## config.mk

```make
export PLATFORM = sky130hd
export DESIGN_NAME = multicycle_sequencer
export DESIGN_NICKNAME = d
export VERILOG_FILES = /design/src/rtl/multicycle_sequencer.sv
export SDC_FILE = /design/constraint.sdc
export NUM_CORES = 1
export LEC_CHECK = 0
export ABC_AREA = 1
export CAP_MARGIN = 20
export CORE_MARGIN = 2
export CORE_UTILIZATION = 51
export DETAILED_ROUTE_END_ITERATION = 8
export DONT_BUFFER_PORTS = 1
export PLACE_DENSITY = 0.7
export SLEW_MARGIN = 40
export SYNTH_ARGS = -nofsm -noshare
export SYNTH_HDL_FRONTEND = slang
export SYNTH_SLANG_ARGS = --single-unit
```

## constraint.sdc

```tcl
create_clock -name clock -period 1.7 [get_ports clock]
set_clock_uncertainty 0.1 [all_clocks]
set_input_delay 0.34 -clock clock [delete_from_list [all_inputs] [get_ports clock]]
set_output_delay 0.34 -clock clock [all_outputs]
set_load 0.02 [all_outputs]
```

## src/rtl/multicycle_sequencer.sv

```systemverilog
// Multicycle instruction sequencer: FETCH/DECODE/EXEC/MEM/WB control with a retired-instruction counter.
// Optional memory-wait timeout into a sticky ERR state is built when SEQ_MEM_TIMEOUT_EN is defined.
//
//   state  | meaning
//   FETCH  | request instruction word; IR/PC written when memory ready
//   DECODE | latch opcode into op_q
//   EXEC   | ALU setup, jump, branch resolve, or memory address phase
//   MEM    | data load/store; waits on mem_ready
//   WB     | register write-back (ALU result or load data)
//   ERR    | memory wait expired; left only by reset
module multicycle_sequencer #(
  parameter int unsigned TIMEOUT_CYCLES = 8
) (
  input  logic        clock,
  input  logic        rst_n,
  input  logic [3:0]  opcode,
  input  logic        equal,
  input  logic        less,
  input  logic        greater,
  input  logic        mem_ready,
  output logic        mem_req,
  output logic        mem_st,
  output logic        mem_load,
  output logic        PC_WE,
  output logic        IR_WE,
  output logic        reg_write,
  output logic        imm_signal,
  output logic        jump,
  output logic        mem_alu,
  output logic        branch_mux,
  output logic        branch_sig,
  output logic [1:0]  alu_control,
  output logic [2:0]  state,
  output logic [15:0] retired,
  output logic        mem_err
);

  typedef enum logic [2:0] {
    S_FETCH  = 3'd0,
    S_DECODE = 3'd1,
    S_EXEC   = 3'd2,
    S_MEM    = 3'd3,
    S_WB     = 3'd4,
    S_ERR    = 3'd5
  } state_t;

  localparam logic [3:0] OP_JMP = 4'h8;
  localparam logic [3:0] OP_LD  = 4'h9;
  localparam logic [3:0] OP_ST  = 4'hA;

  state_t      state_q;
  state_t      state_d;
  logic [3:0]  op_q;
  logic [15:0] retired_q;
  logic        br_taken;
  logic        timeout_hit;
  logic        retire;

  always_ff @(posedge clock or negedge rst_n) begin
    if (!rst_n) begin
      state_q <= S_FETCH;
    end else begin
      state_q <= state_d;
    end
  end

  always_ff @(posedge clock or negedge rst_n) begin
    if (!rst_n) begin
      op_q <= 4'h0;
    end else if (state_q == S_DECODE) begin
      op_q <= opcode;
    end
  end

`ifdef SEQ_MEM_TIMEOUT_EN
  localparam int unsigned WAIT_W = $clog2(TIMEOUT_CYCLES + 1);

  logic [WAIT_W-1:0] wait_cnt;
  logic              waiting;

  assign waiting     = ((state_q == S_FETCH) || (state_q == S_MEM)) && !mem_ready;
  assign timeout_hit = waiting && (wait_cnt == WAIT_W'(TIMEOUT_CYCLES - 1));

  // Counts only unbroken stall runs within one state.
  always_ff @(posedge clock or negedge rst_n) begin
    if (!rst_n) begin
      wait_cnt <= '0;
    end else if (!waiting || (state_d != state_q)) begin
      wait_cnt <= '0;
    end else begin
      wait_cnt <= wait_cnt + 1'b1;
    end
  end

  assign mem_err = rst_n && (state_q == S_ERR);
`else
  logic unused_timeout_cfg;

  assign unused_timeout_cfg = (TIMEOUT_CYCLES != 0);
  assign timeout_hit        = 1'b0;
  assign mem_err            = 1'b0;
`endif

  always_comb begin
    br_taken = 1'b0;
    case (op_q)
      4'hB:    br_taken = equal;
      4'hC:    br_taken = less;
      4'hD:    br_taken = greater;
      4'hE:    br_taken = equal | less;
      4'hF:    br_taken = equal | greater;
      default: br_taken = 1'b0;
    endcase
  end

  // Outputs are held low while rst_n is low, even though state_q already reads FETCH.
  always_comb begin
    state_d     = state_q;
    mem_req     = 1'b0;
    mem_st      = 1'b0;
    mem_load    = 1'b0;
    PC_WE       = 1'b0;
    IR_WE       = 1'b0;
    reg_write   = 1'b0;
    imm_signal  = 1'b0;
    jump        = 1'b0;
    mem_alu     = 1'b0;
    branch_mux  = 1'b0;
    branch_sig  = 1'b0;
    alu_control = 2'b00;
    if (rst_n) begin
      case (state_q)
        S_FETCH: begin
          mem_req = 1'b1;
          if (mem_ready) begin
            IR_WE   = 1'b1;
            PC_WE   = 1'b1;
            state_d = S_DECODE;
          end else if (timeout_hit) begin
            state_d = S_ERR;
          end
        end
        S_DECODE: state_d = S_EXEC;
        S_EXEC: begin
          if (!op_q[3]) begin
            alu_control = op_q[2:1];
            imm_signal  = op_q[0];
            state_d     = S_WB;
          end else if (op_q == OP_JMP) begin
            jump    = 1'b1;
            PC_WE   = 1'b1;
            state_d = S_FETCH;
          end else if ((op_q == OP_LD) || (op_q == OP_ST)) begin
            mem_alu = 1'b1;
            state_d = S_MEM;
          end else begin
            branch_mux = 1'b1;
            branch_sig = br_taken;
            PC_WE      = br_taken;
            state_d    = S_FETCH;
          end
        end
        S_MEM: begin
          mem_req  = 1'b1;
          mem_alu  = 1'b1;
          mem_st   = (op_q == OP_ST);
          mem_load = (op_q == OP_LD);
          if (mem_ready) begin
            state_d = (op_q == OP_LD) ? S_WB : S_FETCH;
          end else if (timeout_hit) begin
            state_d = S_ERR;
          end
        end
        S_WB: begin
          reg_write = 1'b1;
          mem_load  = (op_q == OP_LD);
          state_d   = S_FETCH;
        end
        S_ERR:   state_d = S_ERR;
        default: state_d = S_FETCH;
      endcase
    end
  end

  assign retire = (state_d == S_FETCH) &&
                  ((state_q == S_EXEC) || (state_q == S_MEM) || (state_q == S_WB));

  always_ff @(posedge clock or negedge rst_n) begin
    if (!rst_n) begin
      retired_q <= 16'h0000;
    end else if (retire) begin
      retired_q <= retired_q + 16'h0001;
    end
  end

  assign retired = retired_q;
  assign state   = state_q;

endmodule

```

==> impl_metrics.xml, run 1 <==
<?xml version="1.0" encoding="UTF-8"?>
<metrics>
  <group name="worst_hold_path">
    <metric name="timing.hold.worst.class" unit="">input port to register</metric>
  </group>
  <group name="placement">
    <metric name="dp_slack" unit="ps">28.02</metric>
    <metric name="placement.io_buffers" unit="">0</metric>
    <metric name="gp_congestion" unit="">0.8357</metric>
    <metric name="dp_hpwl" unit="mm">3.101</metric>
  </group>
  <group name="clock_network">
    <metric name="sink_count_of_the_clock_tree" unit="">23</metric>
    <metric name="clock_tree_from_tritoncts" unit="">built</metric>
    <metric name="ctsRootBufferMaster" unit="">sky130_fd_sc_hd__clkbuf_4</metric>
    <metric name="ctsLongestPathBuffers" unit="">2</metric>
    <metric name="cts-htree-levels" unit="">1</metric>
    <metric name="clk_pin_slew" unit="ps">140</metric>
    <metric name="cts_made_buffers" unit="">3</metric>
    <metric name="clock_insertion_delay_worst_skew" unit="ps">330</metric>
  </group>
  <group name="grt">
    <metric name="overflow" unit="">0</metric>
    <metric name="grt_pass1_wl" unit="mm">7.893</metric>
    <metric name="grt.busiest_layer" unit="">met2</metric>
    <metric name="groute.layer.met3.usage" unit="">0.04505</metric>
    <metric name="grt_max_degree" unit="">24</metric>
    <metric name="via_count_of_the_first_global_routing_pass" unit="">1708</metric>
    <metric name="antenna_found_initial" unit="">0</metric>
    <metric name="met2_global_route_usage" unit="">0.4355</metric>
    <metric name="global_route.usage.met1" unit="">0.3018</metric>
    <metric name="gr_util_all_layers" unit="">0.2457</metric>
  </group>
  <group name="layout">
    <metric name="finish.net_count" unit="">309</metric>
    <metric name="synthToLayoutAreaGrowth" unit="%">44.83</metric>
    <metric name="post_route_cells_drive_above_1_share" unit="">0.4512</metric>
    <metric name="n_antenna_cell" unit="">0</metric>
    <metric name="layout.cells.most_common" unit="">sky130_fd_sc_hd__nand2_1</metric>
    <metric name="postLayoutCoreUtil" unit="">0.7668</metric>
    <metric name="layout_common_cells" unit="">45 x sky130_fd_sc_hd__nand2_1, 42 x sky130_fd_sc_hd__buf_4, 21 x sky130_fd_sc_hd__inv_1</metric>
  </group>
  <group name="timing">
    <metric name="finalCritPeriodShare" unit="">1.188</metric>
    <metric name="final.min_clock_period" unit="ps">2020</metric>
    <metric name="worst_slack" unit="ps">-320.4</metric>
    <metric name="hold_violations" unit="">0</metric>
    <metric name="rsz0062_at_grt" unit="">yes</metric>
    <metric name="max_freq" unit="MHz">495.0</metric>
    <metric name="slew_headroom" unit="">0.6519</metric>
    <metric name="timing_max_transition_violations_final" unit="">0</metric>
    <metric name="worst-slew-pin-transition" unit="ps">522.1</metric>
    <metric name="finalSetupViolations" unit="">30</metric>
  </group>
  <group name="logic_synthesis">
    <metric name="netlist.area_leader.share" unit="">0.3258</metric>
    <metric name="synth.area.top_cells" unit="">sky130_fd_sc_hd__dfrtp_1 33%, sky130_fd_sc_hd__nand2_1 13%, sky130_fd_sc_hd__o21bai_1 6.8%</metric>
    <metric name="netlist_instances" unit="">242</metric>
    <metric name="syn_nets" unit="">253</metric>
    <metric name="mean_post_synth_cell_area" unit="µm²">7.300</metric>
    <metric name="netlist_area" unit="µm²">1767</metric>
    <metric name="synthDominantAreaCellType" unit="">sky130_fd_sc_hd__dfrtp_1</metric>
    <metric name="synth.ff_latch_count" unit="">23</metric>
    <metric name="post_synth_num_cell_types" unit="">30</metric>
    <metric name="yosys_warnings" unit="">0</metric>
    <metric name="seq_area_frac_synth" unit="">0.3258</metric>
  </group>
  <group name="power_and_ir_drop">
    <metric name="powerDensity" unit="nW/µm²">1684</metric>
    <metric name="p_leak" unit="nW">1.226</metric>
    <metric name="ir_drop" unit="mV">1.033</metric>
  </group>
  <group name="routing">
    <metric name="wirelength" unit="mm">5.825</metric>
    <metric name="dr.pass1.iters" unit="">7</metric>
    <metric name="route.detailed.vias_per_inst" unit="">5.630</metric>
    <metric name="antenna_violating_nets_post_route" unit="">0</metric>
    <metric name="drt_iter0_drc" unit="">130</metric>
    <metric name="routed-via-count" unit="">1931</metric>
    <metric name="detail_route.wl_per_cell" unit="µm">16.98</metric>
    <metric name="post-route-drc-count" unit="">0</metric>
  </group>
  <group name="die">
    <metric name="design.die.area" unit="µm²">3951</metric>
    <metric name="core" unit="µm²">3337</metric>
    <metric name="start_util" unit="">0.5294</metric>
    <metric name="chipHeight" unit="µm">62.86</metric>
    <metric name="placementRows" unit="">21</metric>
    <metric name="horizontal_die_dimension" unit="µm">62.86</metric>
    <metric name="ios" unit="">43</metric>
  </group>
  <group name="worst_setup_path">
    <metric name="worst-setup-path-type" unit="">register to output pin</metric>
    <metric name="arrival_time_of_data_at_the_critical_path_endpoint" unit="ps">1580</metric>
    <metric name="required_time_at_the_endpoint_of_the_critical_path" unit="ps">1260</metric>
    <metric name="timing.critical_path.fanout_max" unit="">7</metric>
    <metric name="cp-end-kind" unit="">output pin</metric>
    <metric name="critPathLaunchType" unit="">register</metric>
  </group>
  <group name="outcome">
    <metric name="status" unit="">finished, violations left</metric>
    <metric name="failing_checks" unit="">negative setup slack</metric>
  </group>
  <group name="run">
    <metric name="maxCapViolations" unit="">0</metric>
  </group>
</metrics>
[report_power, final]
group | switching (mW) | leakage (nW) | internal, mW
clock network | 0.187 | 0.0177 | 0.0885
logic | 1.87 | 0.913 | 1.19
registers | 0.218 | 0.295 | 0.750
[area by class of cell]
class,instances,area (µm²)
clock buffer,3,22.52
inverter,32,135.1
fill,238,778.2
multi-input combinational,182,1276
tap,46,57.56
timing repair buffer,56,483.0
clock inverter,1,5.005
sequential,23,579.3
[flip-flops by register name, indices dropped and copies added (netlist names)]
signal	count
op_q	4
state	3
retired	16
[worst paths after layout]
check / to / start / cells after the start / slack (ps)
min reg2reg: retired[1] / retired[1] / 3 / 570
max reg2reg: retired[14] / state[1] / 8 / -120
max in group asynchronous: op_q[3] / rst_n / 2 / 710
max: mem_alu / state[1] / 7 / -320
min in group asynchronous: retired[5] / rst_n / 2 / 400
min: op_q[1] / opcode[1] / 2 / 30
[timing repair]
action,CTS,global route
hold buffers,1,1
setup buffers,9,12
pin swaps,13,27
hold endpoints to repair,23,23
resized for setup,23,44
endpoints found under the setup margin,13,29
cloned,0,3
[routing by layer]
metal | vias to the layer above | share of wire
met4 | 0 | 0.039
met5 | - | 0
li1 | 892 | -
met1 | 899 | 0.38
met3 | 26 | 0.079
met2 | 114 | 0.50
[synthesized netlist by cell type]
cell                         n
sky130_fd_sc_hd__nor2_1     22
sky130_fd_sc_hd__nor2_4      1
sky130_fd_sc_hd__o2111ai_1   1
sky130_fd_sc_hd__o21bai_1   16
sky130_fd_sc_hd__nand2_2     5
sky130_fd_sc_hd__dfrtp_1    23
sky130_fd_sc_hd__clkbuf_1    1
sky130_fd_sc_hd__nand2_1    60
sky130_fd_sc_hd__o211ai_1    1
sky130_fd_sc_hd__buf_6       3
sky130_fd_sc_hd__nand4_1     4
sky130_fd_sc_hd__nand2_4     4
sky130_fd_sc_hd__xor2_1      9
sky130_fd_sc_hd__nor2_2      2
sky130_fd_sc_hd__a211oi_1    1
sky130_fd_sc_hd__o21ai_0     8
sky130_fd_sc_hd__buf_4       3
sky130_fd_sc_hd__inv_4       1
sky130_fd_sc_hd__buf_8       1
sky130_fd_sc_hd__nand3_2    10
sky130_fd_sc_hd__conb_1      1
sky130_fd_sc_hd__inv_2       5
sky130_fd_sc_hd__nor3_1      9
sky130_fd_sc_hd__nand3_1    18
sky130_fd_sc_hd__inv_1      26
sky130_fd_sc_hd__a21oi_1     3
sky130_fd_sc_hd__ha_1        1
sky130_fd_sc_hd__nor3_2      1
sky130_fd_sc_hd__a21oi_4     1
sky130_fd_sc_hd__o21ai_1     1
[logic make-up after synthesis]
logic type | share of synthesized area
compound gates | 0.1247
xor+xnor | 0.04462
fa+ha+maj | 0.007081
buf+inv | 0.1119
flops | 0.3258
other cells | 0.002123
simple gates | 0.3839
[stage by stage]
step / total power, mW / hold WS [ps] / TNS, ps / instances / instance area [µm²]
5_1_grt: 4.541 / 44.50 / -5895 / 343 / 2559
3_3_place_gp: 2.991 / -54.42 / 0 / 314 / 2064
6_report: 4.309 / 34.83 / -4453 / 343 / 2559
4_1_cts: 3.593 / 27.40 / -3136 / 328 / 2252
2_1_floorplan: 2.475 / -55.59 / -63.34 / 242 / 1814
3_5_place_dp: 3.043 / -54.51 / 0 / 314 / 2064
[critical path, stage by stage, from the launching register on]
cell                      delay, ps
sky130_fd_sc_hd__dfrtp_1        420
sky130_fd_sc_hd__inv_4           80
sky130_fd_sc_hd__nor2_4          80
sky130_fd_sc_hd__inv_2           50
sky130_fd_sc_hd__nor2_4         220
sky130_fd_sc_hd__nand2_4         80
sky130_fd_sc_hd__o21ai_2        180
sky130_fd_sc_hd__buf_6          140
(Power assumes the default switching activity.)
==> inputs of run 2 (changes only) <==
==> constraint.sdc (replaced) <==
create_clock -name clock -period 2.54 [get_ports clock]
set_clock_uncertainty 0.1 [all_clocks]
set_input_delay 0.508 -clock clock [delete_from_list [all_inputs] [get_ports clock]]
set_output_delay 0.508 -clock clock [all_outputs]
set_load 0.02 [all_outputs]
==> run 2 against run 1 <==
  * The run now ends clean
  * Power decreased by 55%
  * Critical endpoint is now PC_WE
  * Critical path type unchanged
  * Cell area shrank 28%
  * Clock power fell by 38%
  * Global-route usage is 4.2 points lower
==> impl_metrics.xml, run 2 (synthesized netlist as in run 1, its figures left out) <==
<?xml version="1.0" encoding="UTF-8"?>
<metrics>
  <group name="grt">
    <metric name="antenna_found_initial" unit="">0</metric>
    <metric name="gr_util_all_layers" unit="">0.2032</metric>
    <metric name="met2_global_route_usage" unit="">0.3199</metric>
    <metric name="grt_pass1_wl" unit="mm">6.555</metric>
    <metric name="overflow" unit="">0</metric>
    <metric name="grt.busiest_layer" unit="">met2</metric>
    <metric name="via_count_of_the_first_global_routing_pass" unit="">1413</metric>
    <metric name="groute.layer.met3.usage" unit="">0.05225</metric>
    <metric name="grt_max_degree" unit="">24</metric>
    <metric name="global_route.usage.met1" unit="">0.2839</metric>
  </group>
  <group name="worst_setup_path">
    <metric name="arrival_time_of_data_at_the_critical_path_endpoint" unit="ps">1700</metric>
    <metric name="worst_path_dominant_cell_family" unit="">flip-flops</metric>
    <metric name="required_time_at_the_endpoint_of_the_critical_path" unit="ps">1930</metric>
    <metric name="critical_path.most_common_cell" unit="">sky130_fd_sc_hd__nand2_1</metric>
    <metric name="critical_path_cell_by_cell" unit="">inv_2 &gt; nand2_1 &gt; nor2_1 &gt; nand2_1 &gt; a21oi_1</metric>
    <metric name="timing.critical_path.slowest_cell_delay" unit="ps">560</metric>
    <metric name="critPathBufInv" unit="">1</metric>
    <metric name="critPathLaunchType" unit="">register</metric>
    <metric name="worst-setup-path-type" unit="">register to output pin</metric>
    <metric name="timing.critical_path.fanout_max" unit="">8</metric>
    <metric name="cp-end-kind" unit="">output pin</metric>
    <metric name="cp_slowest_cell" unit="">sky130_fd_sc_hd__dfrtp_1</metric>
  </group>
  <group name="timing">
    <metric name="final_hold_slack" unit="ps">36.45</metric>
    <metric name="timing_max_transition_violations_final" unit="">0</metric>
    <metric name="rsz0062_at_grt" unit="">no</metric>
    <metric name="fin_setup_tns" unit="ps">0</metric>
    <metric name="max_freq" unit="MHz">433.6</metric>
    <metric name="finalSetupViolations" unit="">0</metric>
    <metric name="worst-slew-pin-transition" unit="ps">574.0</metric>
    <metric name="finalCritPeriodShare" unit="">0.9079</metric>
    <metric name="final.min_clock_period" unit="ps">2306</metric>
    <metric name="slew_headroom" unit="">0.6165</metric>
    <metric name="hold_violations" unit="">0</metric>
  </group>
  <group name="clock_network">
    <metric name="sink_count_of_the_clock_tree" unit="">23</metric>
    <metric name="cts-htree-levels" unit="">1</metric>
    <metric name="clock_insertion_delay_worst_skew" unit="ps">320</metric>
    <metric name="post_cts_setup_buffers" unit="">0</metric>
    <metric name="ctsLongestPathBuffers" unit="">2</metric>
    <metric name="ctsRootBufferMaster" unit="">sky130_fd_sc_hd__clkbuf_4</metric>
    <metric name="cts_made_buffers" unit="">3</metric>
    <metric name="clock_tree_from_tritoncts" unit="">built</metric>
    <metric name="clk_pin_slew" unit="ps">140</metric>
  </group>
  <group name="placement">
    <metric name="placement.cell_area" unit="µm²">1802</metric>
    <metric name="dp_hpwl" unit="mm">2.756</metric>
    <metric name="gp_congestion" unit="">0.9029</metric>
    <metric name="placement.io_buffers" unit="">0</metric>
  </group>
  <group name="die">
    <metric name="horizontal_die_dimension" unit="µm">62.86</metric>
    <metric name="placementRows" unit="">21</metric>
    <metric name="core" unit="µm²">3337</metric>
    <metric name="chipHeight" unit="µm">62.86</metric>
    <metric name="design.die.area" unit="µm²">3951</metric>
    <metric name="ios" unit="">43</metric>
    <metric name="start_util" unit="">0.5294</metric>
  </group>
  <group name="layout">
    <metric name="filler_cell_count" unit="">350</metric>
    <metric name="layout.cells.most_common" unit="">sky130_fd_sc_hd__nand2_1</metric>
    <metric name="finish.net_count" unit="">258</metric>
    <metric name="layout_common_cells" unit="">60 x sky130_fd_sc_hd__nand2_1, 26 x sky130_fd_sc_hd__inv_1, 22 x sky130_fd_sc_hd__nor2_1</metric>
    <metric name="area_of_all_placed_cells_without_fillers" unit="µm²">1837</metric>
    <metric name="n_antenna_cell" unit="">0</metric>
    <metric name="post_route_cells_drive_above_1_share" unit="">0.1789</metric>
    <metric name="largest_reg_flops" unit="">16</metric>
    <metric name="synthToLayoutAreaGrowth" unit="%">3.966</metric>
  </group>
  <group name="worst_hold_path">
    <metric name="timing.hold.worst.class" unit="">input port to asynchronous set/reset pin</metric>
  </group>
  <group name="routing">
    <metric name="route.detailed.vias_per_inst" unit="">5.363</metric>
    <metric name="dr.pass1.iters" unit="">4</metric>
    <metric name="routed-via-count" unit="">1566</metric>
    <metric name="wirelength" unit="mm">3.803</metric>
    <metric name="detail_route.wl_per_cell" unit="µm">13.02</metric>
    <metric name="post-route-drc-count" unit="">0</metric>
    <metric name="antenna_violating_nets_post_route" unit="">0</metric>
    <metric name="drt_iter0_drc" unit="">93</metric>
  </group>
  <group name="power_and_ir_drop">
    <metric name="p_leak" unit="nW">0.8812</metric>
    <metric name="power" unit="mW">1.922</metric>
    <metric name="powerDensity" unit="nW/µm²">1046</metric>
    <metric name="ir_drop" unit="mV">0.4949</metric>
  </group>
  <group name="outcome">
    <metric name="status" unit="">finished, final reports clean</metric>
  </group>
  <group name="run">
    <metric name="maxCapViolations" unit="">0</metric>
  </group>
</metrics>
-- run 2: cell types whose count changed in the layout (fill, tap and decap cells not counted), moves of 7 or more --
cell                      before  now
sky130_fd_sc_hd__buf_4        42    7
sky130_fd_sc_hd__buf_6        10    0
sky130_fd_sc_hd__nand2_1      45   60
sky130_fd_sc_hd__nand2_2      12    5
sky130_fd_sc_hd__nor2_1       14   22
sky130_fd_sc_hd__nor2_4        8    1
-- run 2: area by class of cell --
type | count | area [µm²] | share of cell area
Timing Repair Buffer | 8 | 57.56 | 0.03134
Tap cell | 46 | 57.56 | 0.03134
Inverter | 32 | 122.6 | 0.06676
Clock buffer | 3 | 22.52 | 0.01226
Sequential cell | 23 | 578.1 | 0.3147
Clock inverter | 1 | 5.005 | 0.002725
Multi-Input combinational cell | 179 | 993.5 | 0.5409
-- run 2: metal layers --
metal  wire length [µm]  up-vias  part of all wire
li1                   -      782                 -
met1               1812      744              0.48
met2               1756       36              0.46
met3                209        4             0.055
met4                 24        0            0.0063
met5                  0        -                 0
-- run 2: path summary, 6_finish.rpt --
kind / end / startpoint / depth (start not counted) / slack (ps)
hold / removal: retired[9] / rst_n / 1 / 40
setup / recovery: PC_WE / state[0] / 5 / 230
setup reg to reg: retired[10] / retired[0] / 8 / 620
min in group clock: state[0] / rst_n / 1 / 210
max in group asynchronous: state[2] / rst_n / 1 / 1910
hold reg to reg: op_q[2] / op_q[2] / 2 / 590
-- run 2: per-stage QoR --
stage	instances	utilization	worst slack, ps
2_1_floorplan	242	-	449.3
3_3_place_gp	287	0.5399	545.6
3_5_place_dp	287	0.5399	503.0
4_1_cts	292	0.5512	140.7
5_1_grt	292	0.5504	58.68
6_report	292	0.5504	233.8
-- run 2: repair_timing --
item                                    4_1_cts  5_1_grt
hold endpoints to repair                     23        0
resized for setup                             0        2
endpoints found under the setup margin        0        2
hold buffers                                  1        0
-- run 2: where the power goes --
part           switching (mW)  total (mW)  internal, mW
clock network           0.113       0.172        0.0588
registers               0.317       0.814         0.497
logic                   0.637       0.936         0.299
total                    1.07        1.92         0.855
==> inputs of run 3 (changes only) <==
--- a/config.mk
+++ b/config.mk
@@ -11,7 +11,7 @@
 export CORE_UTILIZATION = 51
 export DETAILED_ROUTE_END_ITERATION = 8
 export DONT_BUFFER_PORTS = 1
-export PLACE_DENSITY = 0.7
+export PLACE_DENSITY = 0.66
 export SLEW_MARGIN = 40
 export SYNTH_ARGS = -nofsm -noshare
 export SYNTH_HDL_FRONTEND = slang
==> run 3 against run 2 <==
  * Sequential share of layout area stayed put
  * Sequential power about the same
  * Sequential cell count stayed put
  * Worst setup slack got worse by 24 ps
  * Register-to-register slack lost 20 ps
  * Global-route usage grew 0.25 points
  * Fmax fell by 1.0%
==> impl_metrics.xml, run 3 (synthesized netlist as in run 1, its figures left out) <==
<?xml version="1.0" encoding="UTF-8"?>
<metrics>
  <group name="outcome">
    <metric name="status" unit="">finished, final reports clean</metric>
  </group>
  <group name="timing">
    <metric name="rsz0062_at_grt" unit="">no</metric>
    <metric name="final.min_clock_period" unit="ps">2330</metric>
    <metric name="max_freq" unit="MHz">429.2</metric>
    <metric name="fin_setup_tns" unit="ps">0</metric>
    <metric name="worst-slew-pin-transition" unit="ps">568.8</metric>
    <metric name="slew_headroom" unit="">0.6199</metric>
    <metric name="finalSetupViolations" unit="">0</metric>
    <metric name="timing_max_transition_violations_final" unit="">0</metric>
    <metric name="finalCritPeriodShare" unit="">0.9173</metric>
    <metric name="worst_slack" unit="ps">210.1</metric>
    <metric name="hold_violations" unit="">0</metric>
    <metric name="final_hold_slack" unit="ps">38.59</metric>
  </group>
  <group name="power_and_ir_drop">
    <metric name="ir_drop" unit="mV">0.4683</metric>
    <metric name="powerDensity" unit="nW/µm²">1045</metric>
    <metric name="p_leak" unit="nW">0.8812</metric>
  </group>
  <group name="worst_setup_path">
    <metric name="cp_slowest_cell" unit="">sky130_fd_sc_hd__dfrtp_1</metric>
    <metric name="required_time_at_the_endpoint_of_the_critical_path" unit="ps">1930</metric>
    <metric name="worst-setup-path-type" unit="">register to output pin</metric>
    <metric name="cp-end-kind" unit="">output pin</metric>
    <metric name="critPathBufInv" unit="">2</metric>
    <metric name="arrival_time_of_data_at_the_critical_path_endpoint" unit="ps">1720</metric>
    <metric name="worst_path_dominant_cell_family" unit="">flip-flops</metric>
    <metric name="critical_path_cell_by_cell" unit="">nand2_1 &gt; nor2_2 &gt; inv_1 &gt; a211oi_1 &gt; buf_4</metric>
    <metric name="critical_path.reg2reg.startpoint" unit="">retired[0]</metric>
    <metric name="timing.critical_path.slowest_cell_delay" unit="ps">630</metric>
    <metric name="critPathLaunchType" unit="">register</metric>
    <metric name="timing.critical_path.fanout_max" unit="">8</metric>
    <metric name="cp-startpoint" unit="">state[0]</metric>
  </group>
  <group name="clock_network">
    <metric name="cts_made_buffers" unit="">3</metric>
    <metric name="cts-htree-levels" unit="">1</metric>
    <metric name="ctsLongestPathBuffers" unit="">2</metric>
    <metric name="clock_tree_from_tritoncts" unit="">built</metric>
    <metric name="clock_insertion_delay_worst_skew" unit="ps">320</metric>
    <metric name="clk_pin_slew" unit="ps">140</metric>
    <metric name="sink_count_of_the_clock_tree" unit="">23</metric>
    <metric name="ctsRootBufferMaster" unit="">sky130_fd_sc_hd__clkbuf_4</metric>
  </group>
  <group name="routing">
    <metric name="detail_route.wl_per_cell" unit="µm">13.07</metric>
    <metric name="route.detailed.vias_per_inst" unit="">5.312</metric>
    <metric name="antenna_violating_nets_post_route" unit="">0</metric>
    <metric name="wirelength" unit="mm">3.816</metric>
    <metric name="post-route-drc-count" unit="">0</metric>
    <metric name="dr.pass1.iters" unit="">4</metric>
    <metric name="routed-via-count" unit="">1551</metric>
    <metric name="drt_iter0_drc" unit="">148</metric>
  </group>
  <group name="die">
    <metric name="start_util" unit="">0.5294</metric>
    <metric name="core" unit="µm²">3337</metric>
    <metric name="design.die.area" unit="µm²">3951</metric>
    <metric name="chipHeight" unit="µm">62.86</metric>
    <metric name="ios" unit="">43</metric>
    <metric name="placementRows" unit="">21</metric>
    <metric name="horizontal_die_dimension" unit="µm">62.86</metric>
  </group>
  <group name="placement">
    <metric name="dp_slack" unit="ps">500.4</metric>
    <metric name="placement.io_buffers" unit="">0</metric>
    <metric name="gp_congestion" unit="">0.8485</metric>
    <metric name="placed_cells" unit="">287</metric>
    <metric name="placement.cell_area" unit="µm²">1802</metric>
    <metric name="dp_hpwl" unit="mm">2.729</metric>
  </group>
  <group name="layout">
    <metric name="stdcell_count" unit="">292</metric>
    <metric name="post_route_cells_drive_above_1_share" unit="">0.1789</metric>
    <metric name="largest_reg_flops" unit="">16</metric>
    <metric name="area_of_all_placed_cells_without_fillers" unit="µm²">1837</metric>
    <metric name="layout.cells.most_common" unit="">sky130_fd_sc_hd__nand2_1</metric>
    <metric name="synthToLayoutAreaGrowth" unit="%">3.966</metric>
    <metric name="finish.net_count" unit="">258</metric>
    <metric name="layout_common_cells" unit="">60 x sky130_fd_sc_hd__nand2_1, 26 x sky130_fd_sc_hd__inv_1, 22 x sky130_fd_sc_hd__nor2_1</metric>
    <metric name="n_antenna_cell" unit="">0</metric>
  </group>
  <group name="grt">
    <metric name="grt_pass1_wl" unit="mm">6.561</metric>
    <metric name="via_count_of_the_first_global_routing_pass" unit="">1392</metric>
    <metric name="grt_max_degree" unit="">24</metric>
    <metric name="gr_util_all_layers" unit="">0.2057</metric>
    <metric name="overflow" unit="">0</metric>
    <metric name="antenna_found_initial" unit="">0</metric>
  </group>
  <group name="run">
    <metric name="maxCapViolations" unit="">0</metric>
  </group>
  <group name="worst_hold_path">
    <metric name="timing.hold.worst.class" unit="">input port to asynchronous set/reset pin</metric>
  </group>
</metrics>
==> run 3: cell type report <==
cell class	count	area (µm²)
sequential	23	578.1
inverter	32	122.6
clock buffer	3	22.52
tap	46	57.56
timing repair buffer	8	57.56
clock inverter	1	5.005
multi-input combinational	179	993.5
fill	339	1500
==> run 3: final timing paths <==
kind                               end  slack [ps]  depth (start not counted)
min                         retired[9]          40                          1
min reg2reg                    op_q[2]         580                          2
max in group asynchronous     state[2]        1910                          1
max                           mem_load         210                          5
min in group clock            state[0]         180                          1
max reg2reg                retired[10]         600                          8
==> run 3: stage by stage <==
stage | total power, mW | util
after floorplan | 1.620 | -
after global placement | 1.744 | 0.5399
after detailed placement | 1.753 | 0.5399
after CTS | 1.943 | 0.5512
after global routing | 2.112 | 0.5504
final | 1.919 | 0.5504
==> run 3: report_power, final <==
group	switching, mW	total [mW]	internal [mW]
Clock	0.117	0.176	0.0590
Sequential	0.316	0.813	0.497
Combinational	0.632	0.931	0.299
Total	1.06	1.92	0.855
==> run 3: worst register-to-register path, delay by kind of cell, from the launching register on <==
family,cells,cell delay [ps]
simple gates,6,800
compound gates,1,180
fa+ha+maj,1,240
flops,1,530
==> run 3: per-layer routing <==
| metal | track usage | vias to the layer above | share of wire |
|---|---|---|---|
| met3 | 0.04505 | 4 | 0.063 |
| met4 | 0.06667 | 0 | 0.0094 |
| met2 | 0.3105 | 47 | 0.44 |
| li1 | - | 786 | - |
| met1 | 0.2924 | 714 | 0.48 |
| met5 | 0 | - | 0 |
==> run 3: repair_timing <==
| item | CTS | global route |
|---|---|---|
| endpoints found under the hold margin | 23 | 0 |
| buffers inserted | 0 | 0 |
| resized for setup | 0 | 2 |
| endpoints found under the setup margin | 0 | 7 |
| hold buffers | 1 | 0 |
